## config.mk

```make
export PLATFORM = sky130hd
export DESIGN_NAME = image_addresser
export DESIGN_NICKNAME = d
export VERILOG_FILES = /design/src/rtl/image_addresser_pkg.sv /design/src/rtl/image_addresser_fifo.sv /design/src/rtl/image_addresser.sv
export SDC_FILE = /design/constraint.sdc
export NUM_CORES = 1
export LEC_CHECK = 0
export CORE_UTILIZATION = 54
export CTS_BUF_LIST = sky130_fd_sc_hd__clkbuf_4 sky130_fd_sc_hd__clkbuf_8
export DETAILED_ROUTE_END_ITERATION = 10
export PLACE_DENSITY = 0.74
export SLEW_MARGIN = 0
export SYNTH_ARGS = -nofsm -noshare
export SYNTH_HDL_FRONTEND = slang
export SYNTH_HIERARCHICAL = 1
export SYNTH_SLANG_ARGS = --single-unit
```

## constraint.sdc

```tcl
create_clock -name clk -period 6.18 [get_ports clk]
set_clock_uncertainty 0.15 [all_clocks]
set_input_delay 1.236 -clock clk [delete_from_list [all_inputs] [get_ports clk]]
set_output_delay 1.236 -clock clk [all_outputs]
set_load 0.02 [all_outputs]
```

## src/rtl/image_addresser_pkg.sv

```systemverilog
// rtl/image_addresser_pkg.sv - shared image addresser defaults and FSM state encoding
package image_addresser_pkg;

    localparam int kImageSize          = 128;
    localparam int kImageAddressLength = 15;
    localparam int kCacheDataLength    = 16;
    localparam int kFifoDepth          = 4;

    typedef enum logic [2:0] {
        ready_s,
        kick_s,
        work_s,
        drain_s,
        done_s
    } state_t;

endpackage

```

## src/rtl/image_addresser_fifo.sv

```systemverilog
// rtl/image_addresser_fifo.sv - synchronous write buffer with registered count and full/empty flags
module image_addresser_fifo #(
    parameter int kWidth = 31,
    parameter int kDepth = image_addresser_pkg::kFifoDepth
) (
    input  logic              clk,
    input  logic              reset_n,
    input  logic              i_push,
    input  logic [kWidth-1:0] i_wdata,
    input  logic              i_pop,
    output logic [kWidth-1:0] o_rdata,
    output logic              o_full,
    output logic              o_empty
);
    localparam int kPtrW = (kDepth > 1) ? $clog2(kDepth) : 1;
    localparam logic [kPtrW:0] kFullCount = (kPtrW + 1)'(kDepth);

    logic [kWidth-1:0] r_mem [kDepth];
    logic [kPtrW-1:0]  r_wr_ptr;
    logic [kPtrW-1:0]  r_rd_ptr;
    logic [kPtrW:0]    r_count;
    logic              w_push;
    logic              w_pop;

    // Overflow and underflow are blocked here so the caller's handshake stays simple.
    assign w_push  = i_push && !o_full;
    assign w_pop   = i_pop && !o_empty;
    assign o_full  = (r_count == kFullCount);
    assign o_empty = (r_count == '0);
    assign o_rdata = r_mem[r_rd_ptr];

    always_ff @(posedge clk) begin
        if (w_push) begin
            r_mem[r_wr_ptr] <= i_wdata;
        end
    end

    always_ff @(posedge clk) begin
        if (!reset_n) begin
            r_wr_ptr <= '0;
            r_rd_ptr <= '0;
            r_count  <= '0;
        end else begin
            if (w_push) begin
                r_wr_ptr <= r_wr_ptr + 1'b1;
            end
            if (w_pop) begin
                r_rd_ptr <= r_rd_ptr + 1'b1;
            end
            case ({w_push, w_pop})
                2'b10:   r_count <= r_count + 1'b1;
                2'b01:   r_count <= r_count - 1'b1;
                default: r_count <= r_count;
            endcase
        end
    end

endmodule

```

## src/rtl/image_addresser.sv

```systemverilog
// rtl/image_addresser.sv - maps a raster pixel stream onto row- or column-major image RAM writes
module image_addresser #(
    parameter int kImageSize          = image_addresser_pkg::kImageSize,
    parameter int kImageAddressLength = image_addresser_pkg::kImageAddressLength,
    parameter int kCacheDataLength    = image_addresser_pkg::kCacheDataLength,
    parameter int kFifoDepth          = image_addresser_pkg::kFifoDepth
) (
    input  logic                           clk,
    input  logic                           reset_n,
    input  logic                           ia_kick,
    input  logic                           ia_transpose,
    input  logic                           pv_valid,
    input  logic [kCacheDataLength-1:0]    pv_val,
    output logic                           pv_ready,
    output logic                           ir_kick,
    output logic                           ir_done,
    output logic [kImageAddressLength-1:0] ir_addr,
    output logic [kCacheDataLength-1:0]    ir_val,
    input  logic                           ir_enable,
    output logic                           ia_done
);
    import image_addresser_pkg::*;

    localparam int kAW = kImageAddressLength;
    localparam int kDW = kCacheDataLength;
    localparam logic [kAW-1:0] kSide = kAW'(kImageSize);
    localparam logic [kAW-1:0] kLast = kAW'(kImageSize - 1);

    state_t           r_state;
    logic             r_transpose;
    logic [kAW-1:0]   r_x;
    logic [kAW-1:0]   r_y;
    logic             r_ir_kick;
    logic             r_ir_done;
    logic             r_ia_done;
    logic [kAW-1:0]   r_ir_addr;
    logic [kDW-1:0]   r_ir_val;

    logic             w_accept;
    logic             w_pop;
    logic             w_full;
    logic             w_empty;
    logic [kAW-1:0]   w_addr;
    logic [kAW+kDW-1:0] w_head;

    assign pv_ready = (r_state == work_s) && !w_full;
    assign w_accept = pv_valid && pv_ready;
    assign w_pop    = !w_empty && ir_enable;
    assign w_addr   = r_transpose ? (r_x * kSide + r_y) : (r_y * kSide + r_x);

    assign ir_kick  = r_ir_kick;
    assign ir_done  = r_ir_done;
    assign ia_done  = r_ia_done;
    assign ir_addr  = r_ir_addr;
    assign ir_val   = r_ir_val;

    image_addresser_fifo #(
        .kWidth (kAW + kDW),
        .kDepth (kFifoDepth)
    ) u_fifo (
        .clk     (clk),
        .reset_n (reset_n),
        .i_push  (w_accept),
        .i_wdata ({w_addr, pv_val}),
        .i_pop   (w_pop),
        .o_rdata (w_head),
        .o_full  (w_full),
        .o_empty (w_empty)
    );

    always_ff @(posedge clk) begin
        if (!reset_n) begin
            r_state     <= ready_s;
            r_transpose <= 1'b0;
            r_x         <= '0;
            r_y         <= '0;
            r_ir_kick   <= 1'b0;
            r_ir_done   <= 1'b0;
            r_ia_done   <= 1'b0;
            r_ir_addr   <= '1;
            r_ir_val    <= '0;
        end else begin
            r_ir_kick <= 1'b0;
            r_ir_done <= 1'b0;
            r_ia_done <= 1'b0;
            // Each popped entry is shown for exactly one cycle; idle cycles park the address at all-ones.
            r_ir_addr <= w_pop ? w_head[kAW+kDW-1 -: kAW] : '1;
            if (w_pop) begin
                r_ir_val <= w_head[kDW-1:0];
            end

            case (r_state)
                ready_s: begin
                    if (ia_kick) begin
                        r_transpose <= ia_transpose;
                        r_ir_kick   <= 1'b1;
                        r_state     <= kick_s;
                    end
                end
                kick_s: begin
                    r_x     <= '0;
                    r_y     <= '0;
                    r_state <= work_s;
                end
                work_s: begin
                    if (w_accept) begin
                        if (r_x == kLast) begin
                            r_x <= '0;
                            r_y <= r_y + 1'b1;
                            if (r_y == kLast) begin
                                r_state <= drain_s;
                            end
                        end else begin
                            r_x <= r_x + 1'b1;
                        end
                    end
                end
                drain_s: begin
                    // Empty here means the final entry was popped last edge and is on ir_addr now.
                    if (w_empty) begin
                        r_ir_done <= 1'b1;
                        r_ia_done <= 1'b1;
                        r_state   <= done_s;
                    end
                end
                done_s: begin
                    r_state <= ready_s;
                end
                default: begin
                    r_state <= ready_s;
                end
            endcase
        end
    end

endmodule
```

==> reports/metrics.yaml <==
cts_buffer_depth: 2
syn_area_um2: 8680
initial_core_util_pct: 56.3
intPower_mw: 1.93
status: "finished, final reports clean"
nNetsFinal: 751
hold_viol: 0
avgSynthCellArea_um2: 13.4
root_buffer: "clkbuf_8"
grt-ovfl-total: 0
critPathKind: "in -> reg"
synth_edf_count: 124
n_antenna_cell: 0
period_share_pct: 60.2
clkTransAtPathRegs_ns: 0.09
clkLatencyLatePin_ns: 0.46
yosysSeqAreaShare_pct: 60.4
worstSetupEndpointType: "flop"
dpl.hpwl_um: 11400
grt_pass1_vias: 5426
rsz0062_at_grt: "no"
drt_iter0_drc: 413
mappedNetlistNets: 695
antenna_found_initial: 0
synth_most_common_cell: "edfxtp_1"
wl_per_cell_um: 18.5
routed_via_density: 5.88
syn_inst: 649
yosysTopAreaCellShare_pct: 42.9
final_core_util_pct: 63.3
tightestPinTransition_ns: 1.11
netSwitchingFraction_pct: 27.0
fin_crit_ns: 3.72
cp_max_fo: 22
drtPass1Iterations: 5
synth_top_cells_by_count: "124 x edfxtp_1, 76 x dfxtp_1, 64 x nand2_1"
drt_wl_total_um: 17100
postCtsHoldBufs: 0
dr_total_vias: 5458
required_ns: 6.21
layout-area-overhead-vs-synth_pct: 12.4
num_io_pins: 57
ys_warn_count: 6
ys_seq_elements: 200
drive_above_1_share_pct: 14.5
grt_pass1_wl_um: 27600
fin_setup_tns_ns: 0
cts_made_buffers: 17
cts.repair.resized: 0
ant_nets: 0
max_cap_viol_count: 0
numClockSinks: 200
post_cts_buffers: 0
dieArea_um2: 16600
die_width_um: 129
yosys.area.top_type: "edfxtp_1"
synth_area_leaders: "edfxtp_1 43%, dfxtp_1 18%, mux4_2 8.0%"
seqPwrFrac_pct: 57.6
clockPowerShare_pct: 28.2
io_buffer_count: 56
synth_cell_types: 70
ir_worst_vdd_v: 0.000193
combPwrFrac_pct: 14.2
power.leakage_nw: 3.18
cts_htree_levels: 4
hp-class: "reg -> reg"
grt_max_degree: 41
place_congestion: 0.877
grt.total_usage_pct: 22.4
p_per_area_nw_per_um2: 271
drcViolationCount: 0
synth_ff_type: "edfxtp_1"
cts_tree: "done"
fmax_ghz: 0.269
p_sw_uw: 712
relSlewSlack_pct: 25.8
num_rows: 45
setup_violations: 0
core_um2: 15400
cp-start-kind: "input pin"
slew_violations: 0
die_h_um: 129
synthArstFlopShare_pct: 0
critPathArrivalTime_ns: 3.75
-- final timing paths --
check	start	endpoint	slack, ns	cells past startpoint
worst max-delay path	pv_valid	u_fifo/r_mem[2][1]	2.46	6
worst min-delay path	ir_val[13]	ir_val[13]	0.31	2
worst max register to register	r_state[1]	u_fifo/r_mem[2][1]	2.80	5
worst min register to register	ir_val[13]	ir_val[13]	0.31	2
-- layer usage --
layer  GRT usage (%)  vias up  part of all wire, %
li1                -     2548                    -
met1            28.0     2707                   43
met2            38.3      173                   50
met3            3.99       30                  4.7
met4            9.62        0                  2.3
met5               0        -                    0
-- through the flow --
stage | hold slack, ns | setup slack, ns | cells | total power [mW] | cell area [µm²]
floorplan | 0.306 | 2.81 | 649 | 1.82 | 8680
global placement | 0.292 | 1.98 | 897 | 1.91 | 9410
detailed placement | 0.299 | 1.88 | 897 | 1.93 | 9410
CTS | 0.312 | 2.41 | 928 | 2.65 | 9760
global route | 0.346 | 2.22 | 928 | 2.74 | 9760
finish | 0.310 | 2.46 | 928 | 2.64 | 9760
-- cell families (layout without fill, tap and decap cells) --
family	Yosys count	in the layout	share of synthesized area, %
AOI/OAI and AO/OA	100	100	7.13
xor gates and xnor gates	22	22	2.22
adders and majority gates	24	24	3.72
buffers and inverters	47	115	2.81
DFF	200	200	60.4
muxes	44	44	9.65
and+or+nand+nor	212	212	14.1
-- cell usage in the layout (no fill, tap or decap), drive strengths merged, types with 14 or more instances in the layout --
| cell | Yosys | final |
|---|---|---|
| a21oi | 37 | 37 |
| clkbuf | 9 | 21 |
| clkdlybuf4s50 | 0 | 56 |
| dfxtp | 76 | 76 |
| edfxtp | 124 | 124 |
| ha | 21 | 21 |
| inv | 17 | 19 |
| mux4 | 31 | 31 |
| nand2 | 67 | 67 |
| nand4 | 14 | 14 |
| nor2 | 39 | 39 |
| o21ai | 27 | 27 |
| or3 | 22 | 22 |
-- power by group through the flow --
stage               Combinational [mW]  Clock, mW  Sequential [mW]
floorplan                        0.279          0             1.54
global placement                 0.366          0             1.55
detailed placement               0.374          0             1.55
CTS                              0.375      0.756             1.52
global route                     0.409      0.806             1.53
finish                           0.375      0.746             1.52
-- final cells by class --
cell class	instances	area [µm²]
Fill cell	1185	5670
Inverter	19	71.3
Multi-Input combinational cell	402	3200
Clock buffer	21	283
Timing Repair Buffer	65	628
Sequential cell	200	5250
Tap cell	211	264
Clock inverter	10	70.1
-- registers in the layout (all words and copies together), names as in the netlist, 2 cells and up, named ones only --
signal           flops
u_fifo/r_mem       124
ir_val              16
ir_addr             15
r_x                 15
r_y                 15
r_state              3
u_fifo/r_count       3
u_fifo/r_rd_ptr      2
u_fifo/r_wr_ptr      2
-- critical path, cell delays in order --
cell and delay, ns:
clkdlybuf4s50_1 0.49, nand2b_1 0.16, nor2_1 0.16, nor2b_1 0.44, and2_1 0.94, buf_4 0.31
No activity file was read; power rests on OpenSTA's default activity.
